--- src/rtl/clock_divider_gen_pkg.sv ---
// Shared constants for the CPU clock-select path: frequencies, divide ratios and strobe bit indices.
// Consumers such as the clock multiplexer import this package to agree on the stb bit layout.
package clock_divider_gen_pkg;

  localparam int PLL_HZ         = 100_000_000;
  localparam int BASE_HZ        = 4_000_000;
  localparam int PRESCALE_DEF   = PLL_HZ / BASE_HZ;
  localparam int HZ250_HALF_DEF = 8000;
  localparam int HB_HALF_DEF    = 125;

  localparam int PRE_W     = 5;
  localparam int DIV_W     = 14;
  localparam int HB_W      = 7;
  localparam int STB_W     = 4;
  localparam int KHZ31_BIT = 6;

  localparam int STB_MHZ2  = 0;
  localparam int STB_MHZ1  = 1;
  localparam int STB_KHZ31 = 2;
  localparam int STB_HZ250 = 3;

  function automatic logic rose(input logic prev, input logic nxt);
    return nxt & ~prev;
  endfunction

endpackage

--- src/rtl/clock_divider_gen_if.sv ---
// Run control plus the derived clocks, strobes and heartbeat of clock_divider_gen.
interface clock_divider_gen_if;
  import clock_divider_gen_pkg::*;

  logic             run;
  logic             MHz2;
  logic             MHz1;
  logic             KHz31;
  logic             Hz250;
  logic [STB_W-1:0] stb;
  logic             heartbeat;

  modport master (input run, output MHz2, output MHz1, output KHz31, output Hz250,
                  output stb, output heartbeat);
  modport slave  (output run, input MHz2, input MHz1, input KHz31, input Hz250,
                  input stb, input heartbeat);
endinterface

--- src/rtl/clock_divider_gen_clk_prescaler.sv ---
// Divides the 100MHz pll clock down to a one-cycle 4MHz base tick, frozen while run is low.
module clk_prescaler
  import clock_divider_gen_pkg::*;
#(
  parameter int PRESCALE = PRESCALE_DEF
) (
  input  logic clk,
  input  logic rst_n,
  input  logic run,
  output logic tick
);

  localparam logic [PRE_W-1:0] PRE_LAST = PRE_W'(PRESCALE - 1);

  logic [PRE_W-1:0] pre_r;

  // prescale counter, wraps at PRESCALE-1 and holds while run is low
  always_ff @(posedge clk or negedge rst_n) begin
    if (!rst_n) begin
      pre_r <= {PRE_W{1'b0}};
    end else if (run) begin
      if (pre_r == PRE_LAST) begin
        pre_r <= {PRE_W{1'b0}};
      end else begin
        pre_r <= pre_r + PRE_W'(1);
      end
    end else begin
      pre_r <= pre_r;
    end
  end

  assign tick = run && (pre_r == PRE_LAST);

endmodule

--- src/rtl/clock_divider_gen.sv ---
// Derives phase-aligned 2MHz/1MHz/31.25kHz/250Hz clocks plus rising-edge strobes from pll0_100MHz.
// Build option: define HEARTBEAT_EN for the 1Hz heartbeat output; otherwise heartbeat is tied 0.
module clock_divider_gen
  import clock_divider_gen_pkg::*;
#(
  parameter int PRESCALE   = PRESCALE_DEF,
  parameter int HZ250_HALF = HZ250_HALF_DEF,
  parameter int HB_HALF    = HB_HALF_DEF
) (
  input logic                 pll0_100MHz,
  input logic                 n_reset,
  clock_divider_gen_if.master bus
);

  localparam logic [DIV_W-1:0] DIV_LAST = DIV_W'(2 * HZ250_HALF - 1);
  localparam logic [DIV_W-1:0] DIV_HALF = DIV_W'(HZ250_HALF);

  logic             tick_s;
  logic [DIV_W-1:0] div_r;
  logic [DIV_W-1:0] div_nxt_s;
  logic             hz250_r;
  logic             hz250_nxt_s;
  logic [STB_W-1:0] stb_r;
  logic [STB_W-1:0] stb_nxt_s;

  clk_prescaler #(.PRESCALE(PRESCALE)) u_prescaler (
    .clk   (pll0_100MHz),
    .rst_n (n_reset),
    .run   (bus.run),
    .tick  (tick_s)
  );

  // div steps down through 0..DIV_LAST so every output bit rises on a borrow,
  // which lines up all rising edges with the 0 -> DIV_LAST wrap
  always_comb begin
    div_nxt_s   = div_r;
    hz250_nxt_s = hz250_r;
    stb_nxt_s   = {STB_W{1'b0}};
    if (tick_s) begin
      if (div_r == {DIV_W{1'b0}}) begin
        div_nxt_s = DIV_LAST;
      end else begin
        div_nxt_s = div_r - DIV_W'(1);
      end
      if ((div_r == {DIV_W{1'b0}}) || (div_r == DIV_HALF)) begin
        hz250_nxt_s = ~hz250_r;
      end else begin
        hz250_nxt_s = hz250_r;
      end
      stb_nxt_s[STB_MHZ2]  = rose(div_r[0], div_nxt_s[0]);
      stb_nxt_s[STB_MHZ1]  = rose(div_r[1], div_nxt_s[1]);
      stb_nxt_s[STB_KHZ31] = rose(div_r[KHZ31_BIT], div_nxt_s[KHZ31_BIT]);
      stb_nxt_s[STB_HZ250] = rose(hz250_r, hz250_nxt_s);
    end else begin
      div_nxt_s   = div_r;
      hz250_nxt_s = hz250_r;
      stb_nxt_s   = {STB_W{1'b0}};
    end
  end

  // divider chain, Hz250 flop and strobe register
  always_ff @(posedge pll0_100MHz or negedge n_reset) begin
    if (!n_reset) begin
      div_r   <= {DIV_W{1'b0}};
      hz250_r <= 1'b0;
      stb_r   <= {STB_W{1'b0}};
    end else begin
      div_r   <= div_nxt_s;
      hz250_r <= hz250_nxt_s;
      stb_r   <= stb_nxt_s;
    end
  end

  assign bus.MHz2  = div_r[0];
  assign bus.MHz1  = div_r[1];
  assign bus.KHz31 = div_r[KHZ31_BIT];
  assign bus.Hz250 = hz250_r;
  assign bus.stb   = stb_r;

`ifdef HEARTBEAT_EN
  localparam logic [HB_W-1:0] HB_LAST = HB_W'(HB_HALF - 1);

  logic [HB_W-1:0] hb_cnt_r;
  logic            hb_r;

  // counts Hz250 strobes and toggles heartbeat every HB_HALF of them
  always_ff @(posedge pll0_100MHz or negedge n_reset) begin
    if (!n_reset) begin
      hb_cnt_r <= {HB_W{1'b0}};
      hb_r     <= 1'b0;
    end else if (stb_r[STB_HZ250]) begin
      if (hb_cnt_r == HB_LAST) begin
        hb_cnt_r <= {HB_W{1'b0}};
        hb_r     <= ~hb_r;
      end else begin
        hb_cnt_r <= hb_cnt_r + HB_W'(1);
        hb_r     <= hb_r;
      end
    end else begin
      hb_cnt_r <= hb_cnt_r;
      hb_r     <= hb_r;
    end
  end

  assign bus.heartbeat = hb_r;
`else
  assign bus.heartbeat = 1'b0;
`endif

endmodule
--- src/flat_wrapper.sv ---
// flat-port wrapper written by rule: the top's interface ports become plain ports
module clock_divider_gen_flat import clock_divider_gen_pkg::*;
#(
  parameter int PRESCALE   = PRESCALE_DEF,
  parameter int HZ250_HALF = HZ250_HALF_DEF,
  parameter int HB_HALF    = HB_HALF_DEF
)
  (pll0_100MHz, n_reset, bus_run, bus_MHz2, bus_MHz1, bus_KHz31, bus_Hz250, bus_stb, bus_heartbeat);
  clock_divider_gen_if bus_i ();
  input logic pll0_100MHz;
  input logic n_reset;
  input wire logic [$bits(bus_i.run)-1:0] bus_run;
  output wire logic [$bits(bus_i.MHz2)-1:0] bus_MHz2;
  output wire logic [$bits(bus_i.MHz1)-1:0] bus_MHz1;
  output wire logic [$bits(bus_i.KHz31)-1:0] bus_KHz31;
  output wire logic [$bits(bus_i.Hz250)-1:0] bus_Hz250;
  output wire logic [$bits(bus_i.stb)-1:0] bus_stb;
  output wire logic [$bits(bus_i.heartbeat)-1:0] bus_heartbeat;
  assign bus_i.run = bus_run;
  assign bus_MHz2 = bus_i.MHz2;
  assign bus_MHz1 = bus_i.MHz1;
  assign bus_KHz31 = bus_i.KHz31;
  assign bus_Hz250 = bus_i.Hz250;
  assign bus_stb = bus_i.stb;
  assign bus_heartbeat = bus_i.heartbeat;
  clock_divider_gen #(.PRESCALE(PRESCALE), .HZ250_HALF(HZ250_HALF), .HB_HALF(HB_HALF)) u_core (.pll0_100MHz(pll0_100MHz), .n_reset(n_reset), .bus(bus_i));
endmodule
--- config.mk ---
export PLATFORM = sky130hd
export DESIGN_NAME = clock_divider_gen_flat
export DESIGN_NICKNAME = d
export VERILOG_FILES = /design/src/rtl/clock_divider_gen_pkg.sv /design/src/rtl/clock_divider_gen_if.sv /design/src/rtl/clock_divider_gen_clk_prescaler.sv /design/src/rtl/clock_divider_gen.sv /design/src/flat_wrapper.sv
export SDC_FILE = /design/constraint.sdc
export NUM_CORES = 1
export LEC_CHECK = 0
export CORE_UTILIZATION = 60
export CTS_CLUSTER_SIZE = 30
export DETAILED_ROUTE_END_ITERATION = 8
export PLACE_DENSITY_LB_ADDON = 0.12
export SKIP_CTS_REPAIR_TIMING = 1
export SYNTH_ARGS = -nofsm -noshare
export SYNTH_HDL_FRONTEND = slang
export SYNTH_SLANG_ARGS = --single-unit
--- constraint.sdc ---
create_clock -name pll0_100MHz -period 3.7 [get_ports pll0_100MHz]
set_input_delay 1.11 -clock pll0_100MHz [delete_from_list [all_inputs] [get_ports pll0_100MHz]]
set_output_delay 1.11 -clock pll0_100MHz [all_outputs]
set_load 0.02 [all_outputs]
==> load_flow_metrics.sql <==
INSERT INTO impl_metrics (metric_group, metric, value, unit) VALUES
('worst_setup_path', 'timing.reg2reg.setup_slack', '1.60', 'ns'),
('worst_setup_path', 'worstSetupEndpointType', 'flip-flop', ''),
('timing', 'post-route-period-util', '0.768', ''),
('logic_synthesis', 'ys_seq_area_frac', '0.469', ''),
('grt', 'grt_antenna_before_repair', '0', ''),
('floorplanning', 'die_area', '2320', 'um2'),
('clocking', 'cts_max_path_buffers', '2', ''),
('logic_synthesis', 'synthesis.area_per_instance', '9.62', 'um2'),
('power_and_ir_drop', 'seq_pwr_share', '0.454', ''),
('cells_and_area', 'nets', '153', ''),
('worst_setup_path', 'worst_ep_arrival_time', '3.09', 'ns'),
('place', 'place_area', '1400', 'um2'),
('detailed_routing', 'number_of_iterations_in_the_first_detailed_routing_pass', '4', ''),
('timing', 'drv_slew', '0', ''),
('clocking', 'insertion_delay', '0.31', 'ns'),
('worst_setup_path', 'critical_path_peak_fanout', '11', ''),
('grt', 'via_count_of_the_first_global_routing_pass', '917', ''),
('floorplanning', 'floorplan.core_area', '1980', 'um2'),
('logic_synthesis', 'async_flop_share', '1.00', ''),
('detailed_routing', 'postRouteAntennaNets', '0', ''),
('clocking', 'tritoncts', 'yes', ''),
('floorplanning', 'die-width', '48.2', 'um'),
('power_and_ir_drop', 'p_sw', '0.445', 'mW'),
('logic_synthesis', 'synth.ff_latch_count', '24', ''),
('timing', 'timing.clock.skew', '0.00397', 'ns'),
('run_status', 'run_status', 'complete, no violations', ''),
('power_and_ir_drop', 'power.density', '733', 'nW/um2'),
('logic_synthesis', 'syn_area', '1280', 'um2'),
('flow_run', 'max_cap_violations', '0', ''),
('place', 'finalWeightedCongestion', '0.895', ''),
('cells_and_area', 'drive_gt1_frac', '0.0629', ''),
('detailed_routing', 'm1WireLength', '1110', 'um'),
('grt', 'grt_start_max_net_pins', '25', ''),
('detailed_routing', 'met3RoutedLength', '131', 'um'),
('worst_setup_path', 'cp_cell_sequence', 'clkdlybuf4s50_1, nand3b_1, or4_4, or4_1, nand3_1', ''),
('detailed_routing', 'wl_per_cell', '15.0', 'um'),
('detailed_routing', 'detailed_route_wire_length', '2550', 'um'),
('detailed_routing', 'initialDrtViolationCount', '30', ''),
('cells_and_area', 'post-route-cell-area', '1420', 'um2'),
('floorplanning', 'placement_rows', '16', ''),
('logic_synthesis', 'synth.distinct_cells', '36', ''),
('detailed_routing', 'route.met2.wl', '1280', 'um'),
('clocking', 'clkSinkCount', '24', ''),
('hold_path', 'hold_path_class', 'reg -> reg', ''),
('place', 'detailed_place_hpwl', '1850', 'um'),
('worst_setup_path', 'crit_path_max_incr_delay', '0.66', 'ns'),
('power_and_ir_drop', 'switching_share', '0.428', ''),
('grt', 'global_route.overflow_total', '0', ''),
('worst_setup_path', 'family_with_the_most_delay_on_the_worst_path', 'simple AND/OR/NAND/NOR gates', ''),
('detailed_routing', 'routed_via_density', '5.97', ''),
('logic_synthesis', 'count_of_flip_flops_with_a_built_in_enable_after_synthesis', '0', ''),
('cells_and_area', 'area_delta_synth_final', '10.8', '%'),
('logic_synthesis', 'syn_nets', '141', ''),
('worst_setup_path', 'critical_path.slowest_cell', 'clkdlybuf4s50_1', ''),
('clocking', 'cts_inserted_buffers', '3', ''),
('place', 'port_buffers', '10', ''),
('logic_synthesis', 'synth_top_flop_cell', 'dfrtp_1', ''),
('floorplanning', 'die_y', '48.2', 'um'),
('power_and_ir_drop', 'clock_share_of_power', '0.108', ''),
('detailed_routing', 'num_vias', '1015', ''),
('timing', 'setup_repair_after_global_routing_missed_its_margin', 'no', ''),
('logic_synthesis', 'synthCells', '133', ''),
('detailed_routing', 'routed.top_layer', 'met4', ''),
('power_and_ir_drop', 'irDropWorstVdd', '463', 'uV'),
('floorplanning', 'start_util', '0.646', ''),
('power_and_ir_drop', 'p_leak', '0.639', 'nW'),
('timing', 'timing.setup.tns', '0', 'ns'),
('worst_setup_path', 'cp.required', '3.95', 'ns'),
('clocking', 'clock_tree.root_cell', 'clkbuf_4', ''),
('timing', 'finalHoldViolCount', '0', ''),
('detailed_routing', 'post-route-drc-count', '0', '');
-- cells in the mapped netlist, types with 3 or more instances --
| cell type | number | area, um2 |
|---|---|---|
| dfrtp_1 | 24 | 601 |
| ha_1 | 5 | 62.6 |
| inv_1 | 6 | 22.5 |
| nand2_1 | 15 | 56.3 |
| nand3_1 | 13 | 65.1 |
| nor2_1 | 5 | 18.8 |
| nor3_1 | 4 | 20.0 |
| nor4_1 | 4 | 25.0 |
| o21ai_0 | 10 | 50.1 |
| o31ai_1 | 3 | 22.5 |
| or3_1 | 4 | 25.0 |
| or4_1 | 4 | 30.0 |
| xnor2_1 | 4 | 35.0 |
| xor2_1 | 3 | 26.3 |
-- layout make-up --
class	instances	area, um2
inverter	6	22.5
tap	27	33.8
fill	159	564
multi-input combinational	99	631
timing repair buffer	11	108
clock buffer	3	22.5
sequential	24	601
-- worst register-to-register path, stage by stage (launching register included) --
cell and delay [ns]:
dfrtp_1 0.50, or4_4 0.56, nor3_2 0.33, a41oi_1 0.11, nor2_1 0.16, ha_1 0.24
o21ai_0 0.15
-- path summary, 6_finish.rpt --
check,startpoint,end,cells after the start
setup / recovery,bus_run,u_core.div_r[9],5
setup reg to reg,u_core.div_r[6],u_core.bus.Hz250,6
max in group asynchronous,n_reset,u_core.u_prescaler.pre_r[4],2
hold / removal,u_core.bus.Hz250,u_core.bus.Hz250,2
hold reg to reg,u_core.bus.Hz250,u_core.bus.Hz250,2
min in group asynchronous,n_reset,u_core.bus.stb[1],2
-- sequential cells by signal (all words and copies together) (netlist names) --
register,count
u_core.u_prescaler.pre_r,5
u_core.bus.Hz250,1
u_core.bus.stb,4
u_core.div_r,14
-- metal layers --
layer,global-route usage,vias to the layer above
met5,0,-
met4,0.0944,0
met3,0.0370,5
met2,0.448,34
met1,0.337,476
li1,-,500
-- cell usage in the layout, fill, tap and decap left out, types with 5 or more instances in the layout --
master	n
o21ai_0	10
nor2_1	5
clkdlybuf4s50_1	10
nand2_1	15
ha_1	5
nand3_1	13
inv_1	6
dfrtp_1	24
-- logic make-up (layout without fill, tap and decap cells) --
logic type | Yosys count | in the layout | synth area share
flops | 24 | 24 | 0.469
fa+ha+maj | 5 | 5 | 0.0489
xor+xnor | 7 | 7 | 0.0479
compound gates | 19 | 19 | 0.0860
buf+inv | 10 | 20 | 0.0381
simple gates | 67 | 67 | 0.307
other cells | 1 | 1 | 0.00293
-- per-stage QoR --
stage | cells | setup slack [ns] | util | total power [mW] | hold slack, ns
after global placement | 167 | 0.610 | 0.704 | 0.901 | 0.493
final | 170 | 0.857 | 0.715 | 1.04 | 0.522
after detailed placement | 167 | 0.565 | 0.704 | 0.920 | 0.501
after global routing | 170 | 0.764 | 0.715 | 1.12 | 0.546
after CTS | 170 | 0.889 | 0.715 | 1.03 | 0.526
after floorplan | 133 | 1.36 | - | 0.788 | 0.451
-- power groups by stage --
stage               registers, mW  clock network, mW  logic (mW)
global placement            0.467                  0       0.434
detailed placement          0.473                  0       0.447
CTS                         0.467              0.114       0.453
floorplan                   0.456                  0       0.331
finish                      0.471              0.112       0.455
global route                0.490              0.121       0.509
(Power assumes the default switching activity.)
